[src/rtl/gpio_input_conditioner.sv]
`default_nettype none
// gpio_input_conditioner -- 2-flop sync, per-pin debounce and edge pulses. Rev 1.0
// Optional: define GPIO_EDGE_IRQ_EN to add sticky per-pin edge interrupt flags.
module gpio_input_conditioner #(
   parameter int DEBOUNCE_CYCLES = 16
) (
   input  logic        Clock,
   input  logic        Reset_n,
   input  logic [7:0]  IO,
   input  logic [15:0] Mode,
   input  logic [7:0]  IrqEnable,
   input  logic [7:0]  IrqClear,
   output logic [7:0]  Input,
   output logic [7:0]  Rise,
   output logic [7:0]  Fall,
   output logic [7:0]  IrqPending,
   output logic        Irq
);
   localparam logic [15:0] c_CNT_MAX = 16'(DEBOUNCE_CYCLES - 1);

   logic [7:0] r_sync1;
   logic [7:0] r_sync2;
   logic [7:0] r_input;
   logic [7:0] r_rise;
   logic [7:0] r_fall;
   logic [7:0] r_db_prev;
   logic [7:0] w_out_mode;
   logic [7:0] w_db_en;
   logic [7:0] w_input_nxt;

   always_ff @(posedge Clock or negedge Reset_n) begin
      if (!Reset_n) begin
         r_sync1   <= '0;
         r_sync2   <= '0;
         r_input   <= '0;
         r_rise    <= '0;
         r_fall    <= '0;
         r_db_prev <= '0;
      end else begin
         r_sync1   <= IO;
         r_sync2   <= r_sync1;
         r_input   <= w_input_nxt;
         r_rise    <= w_input_nxt & ~r_input;
         r_fall    <= ~w_input_nxt & r_input;
         r_db_prev <= w_db_en;
      end
   end

   for (genvar gi = 0; gi < 8; gi++) begin : g_pin
      logic [15:0] r_cnt;
      logic        w_hold;
      logic        w_differ;
      logic        w_expire;
      logic        w_load;

      assign w_out_mode[gi] = Mode[2*gi];
      assign w_db_en[gi]    = Mode[2*gi+1];

      // A flip of the debounce enable freezes the pin for one cycle and restarts its count.
      assign w_hold   = w_out_mode[gi] | (w_db_en[gi] ^ r_db_prev[gi]);
      assign w_differ = r_sync2[gi] ^ r_input[gi];
      assign w_expire = w_differ & (r_cnt == c_CNT_MAX);
      assign w_load   = ~w_hold & (~w_db_en[gi] | w_expire);

      assign w_input_nxt[gi] = w_load ? r_sync2[gi] : r_input[gi];

      always_ff @(posedge Clock or negedge Reset_n) begin
         if (!Reset_n) begin
            r_cnt <= '0;
         end else if (w_hold || !w_db_en[gi] || !w_differ || w_expire) begin
            r_cnt <= '0;
         end else begin
            r_cnt <= r_cnt + 16'd1;
         end
      end
   end

`ifdef GPIO_EDGE_IRQ_EN
   logic [7:0] r_pend;
   logic       r_irq;
   logic [7:0] w_pend_nxt;

   // Set has priority over a simultaneous clear.
   assign w_pend_nxt = (r_pend & ~IrqClear) | ((r_rise | r_fall) & IrqEnable);

   always_ff @(posedge Clock or negedge Reset_n) begin
      if (!Reset_n) begin
         r_pend <= '0;
         r_irq  <= 1'b0;
      end else begin
         r_pend <= w_pend_nxt;
         r_irq  <= |w_pend_nxt;
      end
   end

   assign IrqPending = r_pend;
   assign Irq        = r_irq;
`else
   logic w_unused_irq;
   assign w_unused_irq = ^{IrqEnable, IrqClear};
   assign IrqPending   = '0;
   assign Irq          = 1'b0;
`endif

   assign Input = r_input;
   assign Rise  = r_rise;
   assign Fall  = r_fall;

endmodule
`default_nettype wire

[config.mk]
export PLATFORM = sky130hd
export DESIGN_NAME = gpio_input_conditioner
export DESIGN_NICKNAME = d
export VERILOG_FILES = /design/src/rtl/gpio_input_conditioner.sv
export SDC_FILE = /design/constraint.sdc
export NUM_CORES = 1
export LEC_CHECK = 0
export BUFFER_PORTS_ARGS = -buffer_cell sky130_fd_sc_hd__buf_2
export CAP_MARGIN = 5
export CORE_AREA = 2 2 146 148
export CTS_BUF_LIST = sky130_fd_sc_hd__clkbuf_4 sky130_fd_sc_hd__clkbuf_8 sky130_fd_sc_hd__clkbuf_16
export DETAILED_ROUTE_END_ITERATION = 10
export DIE_AREA = 0 0 148 150
export PLACE_DENSITY = 0.61
export RECOVER_POWER = 25
export SYNTH_ARGS = -nofsm -noshare
export SYNTH_HDL_FRONTEND = slang
export SYNTH_SLANG_ARGS = --single-unit
[constraint.sdc]
create_clock -name Clock -period 2.1 [get_ports Clock]
set_input_delay 0.63 -clock Clock [delete_from_list [all_inputs] [get_ports Clock]]
set_output_delay 0.63 -clock Clock [all_outputs]
set_load 0.005 [all_outputs]
==> results.md <==
* Outcome: finished clean
* Setup slack after placement at 177 ps
* PwrDens at around 770 nW/µm²
* Worst-skew pair later-pin latency at about 420 ps
* Share of the synthesized area in the top cell type at between 50 and 60%
* Area leader, netlist: dfrtp_1
* I/O pin total at 75
* # rows at between 50 and 60
* Largest net degree at the start of global routing at 45
* Req. time, crit path at ~2400 ps
* Hold Buf Count CTS at 0
* Hold path cells at 1
* Gr usage total at between 10% and 20%
* Register area share after synthesis at a little over half
* Iter 0 DRT Violations at between 200 and 300
* Reg2Reg Depth at 4
* Crit start category: flop
* First-pass GRT wire length at ~26 mm
* Mapped Cells at about 790
* Initial core utilization at around 39%
* Top cells by area, synth: dfrtp_1 54%, xnor2_1 9.9%, nor2_1 6.1%
* Grt ovf at 0
* Drt pass-1 iters at 5
* Initial antenna violation count at 0
* Final Hold Viols at 0
* R2r endpoint: Fall[2]$_DFF_PN0_
* RR Startpoint: g_pin[2].r_cnt[4]$_DFF_PN0_
* Die extent in x at roughly 150 µm
* Number of flops mapped to enable cells by yosys at 0
* Fmax at 0.513 GHz
* Mapped Area at between 8000 and 9000 µm²
* CORE AREA at slightly above 20,000 µm²
* Vias per cell at roughly 5.0
* WS Path Type: flop to flop
* Post-Layout Inst Area at about 9400 µm²
* Max-cap violation count at 0
* Vias at about 5,700
* Worst EP arrival at ~2300 ps
* Die area at 22,200 µm²
* Min Tclk post-route at a little under 2000 ps
* RePlAce Congestion at ~0.76
* Antenna fix cells at 0
* CTS sink cnt at 176
* Rel. slew slack at 21.3%
* Synth Warn # at 0
* LEAKAGE at ~0.0037 µW
* Reg2Reg Setup Slack at 150 ps
* Hold Path Class: primary input to flop
* Hpwl dp at between 10 and 15 mm
* Mean Syn Cell Area at around 10 µm²
* Worst VDD drop at about 0.00041 V
* Async SR Flop Fraction at 100%
* Register bit total from synthesis at approximately 180
* Slew Viols, Final at 0
* Die height at roughly 150 µm
* Worst-path fanout max at 5
* Critical Path End Type: flop
* PortBufs at ~50
* Placed cell area at between 8000 and 9000 µm²
* Drt wl/cell at approximately 13 µm
* Clock Skews at just over 9 ps
* Netlist cell types at 47
* Setup slack after layout at ~150 ps
* Post-CTS setup buffers at 0
* WL final at approximately 15 mm
* CTS resizes at 0
* Critical path's slowest cell: or4_4
* H-tree depth at 4
* Hold endpoint: r_sync1[4]$_DFF_PN0_
* Final setup viols at 0
* Pwr Total at 7220 µW
* CP peak stage delay at slightly below 600 ps
* Drc violations at 0
* Fin nets at 907
* Layout overhead on the synthesized area at 15.5%
* Final period util at just over 90%
* Unrepaired setup endpoints after global routing: no
* Setup TNS at 0 ps
* Number of antenna-violating nets in the routed design at 0
* Fraction of layout cells with a size suffix above 1 at approximately an eighth
* Longest Clk Path Bufs at 2
* Worst-margin pin slew at ~1200 ps
* CTS clk-pin slew, worst paths at approximately 70 ps
* Worst hold path startpoint: IO[4]
* Worst-path cell chain: or4_4 -> nor4_4 -> mux2i_1 -> nor4b_2
* Top FF cell, synth: dfrtp_1
* CTS Buf Count at 17
* CTS tree: built
* Root cell of the clock tree: clkbuf_16
* Vias in the first global route at between 5,000 and 6,000
logic make-up (layout without fill, tap and decap cells):
| kind of cell | after synthesis | count (layout) | synth area share (%) |
|---|---|---|---|
| AND/OR/NAND/NOR | 393 | 393 | 25.4 |
| buffers and inverters | 58 | 135 | 3.34 |
| AO/OA/AOI/OAI | 21 | 21 | 2.01 |
| other | 1 | 9 | 0.0460 |
| adder cells (fa/ha/maj) | 8 | 8 | 1.23 |
| flip-flops | 176 | 176 | 54.0 |
| multiplexers | 10 | 10 | 1.35 |
| XOR/XNOR | 118 | 118 | 12.7 |
critical path, delay by kind of cell (launching register included):
family / cells / cell delay [ps]
AND/OR/NAND/NOR: 3 / 1230
multiplexers: 1 / 160
flip-flops: 1 / 440
placed cells by master, fill, tap and decap left out, types with 7 or more instances in the layout:
| master | netlist | routed |
|---|---|---|
| dfrtp_1 | 176 | 176 |
| nor2_1 | 132 | 132 |
| xnor2_1 | 92 | 92 |
| nor4_1 | 57 | 57 |
| nand3_1 | 43 | 43 |
| buf_2 | 0 | 39 |
| inv_1 | 38 | 38 |
| nor3_1 | 34 | 34 |
| nand4_1 | 34 | 34 |
| nand2_1 | 33 | 33 |
| xor2_1 | 26 | 26 |
| clkbuf_16 | 0 | 17 |
| buf_4 | 10 | 12 |
| and4_1 | 11 | 11 |
| conb_1 | 1 | 9 |
| clkbuf_1 | 8 | 9 |
| mux2_2 | 8 | 8 |
| nor3b_1 | 8 | 8 |
| ha_1 | 8 | 8 |
| and3_1 | 7 | 7 |
report_power, final:
group / leakage (µW) / total, µW / switching [µW] / internal, µW
sequential: 0.00238 / 3520 / 66.9 / 3460
clock: 0.000311 / 3370 / 1340 / 2030
combinational: 0.00103 / 327 / 191 / 136
total: 0.00372 / 7220 / 1590 / 5620
area by class of cell:
class / instances / area [µm²]
clock buffer: 18 / 433
clock inverter: 14 / 201
fill: 1954 / 11300
inverter: 38 / 143
multi-input combinational: 559 / 3510
sequential: 176 / 4400
tap: 275 / 344
timing repair buffer: 65 / 389
synth_stat cells (5+ instances only):
master / instances
a41oi_1: 6
and3_1: 7
and4_1: 11
buf_4: 10
clkbuf_1: 8
dfrtp_1: 176
ha_1: 8
inv_1: 38
mux2_2: 8
nand2_1: 33
nand2b_1: 5
nand3_1: 43
nand4_1: 34
nor2_1: 132
nor3_1: 34
nor3b_1: 8
nor4_1: 57
xnor2_1: 92
xor2_1: 26
metal layers:
| layer | vias up | global-route usage (%) | part of all wire, % |
|---|---|---|---|
| li1 | 2863 | - | - |
| met1 | 2757 | 19.2 | 49 |
| met2 | 66 | 23.0 | 47 |
| met3 | 11 | 3.02 | 2.7 |
| met4 | 0 | 4.43 | 1.1 |
| met5 | - | 0 | 0 |
worst max path at each step:
stage | from | to | slack, ps | cells after the start
6_report | g_pin[2].r_cnt[4]$_DFF_PN0_ | Fall[2]$_DFF_PN0_ | 150 | 4
5_1_grt | g_pin[0].r_cnt[12]$_DFF_PN0_ | Input[0]$_DFF_PN0_ | 50 | 4
4_1_cts | g_pin[2].r_cnt[4]$_DFF_PN0_ | Fall[2]$_DFF_PN0_ | 140 | 4
3_5_place_dp | g_pin[2].r_cnt[5]$_DFF_PN0_ | Fall[2]$_DFF_PN0_ | 180 | 4
3_3_place_gp | g_pin[2].r_cnt[4]$_DFF_PN0_ | Fall[2]$_DFF_PN0_ | 220 | 4
2_1_floorplan | g_pin[2].r_cnt[4]$_DFF_PN0_ | g_pin[2].r_cnt[11]$_DFF_PN0_ | 310 | 6
registers in the layout (all words and copies together) (netlist names):
register and flops:
r_db_prev 8, Input 8, r_sync1 8, g_pin.r_cnt 128, Rise 8, Fall 8, r_sync2 8
metrics by stage:
stage          hold WS, ps  instances  util (%)
3_5_place_dp           335       1113      42.6
3_3_place_gp           332       1113      42.6
5_1_grt                291       1145      45.6
2_1_floorplan          331        793         -
6_report               312       1145      45.6
4_1_cts                137       1145      45.7
Note: power is estimated with default switching activity, not from simulation.
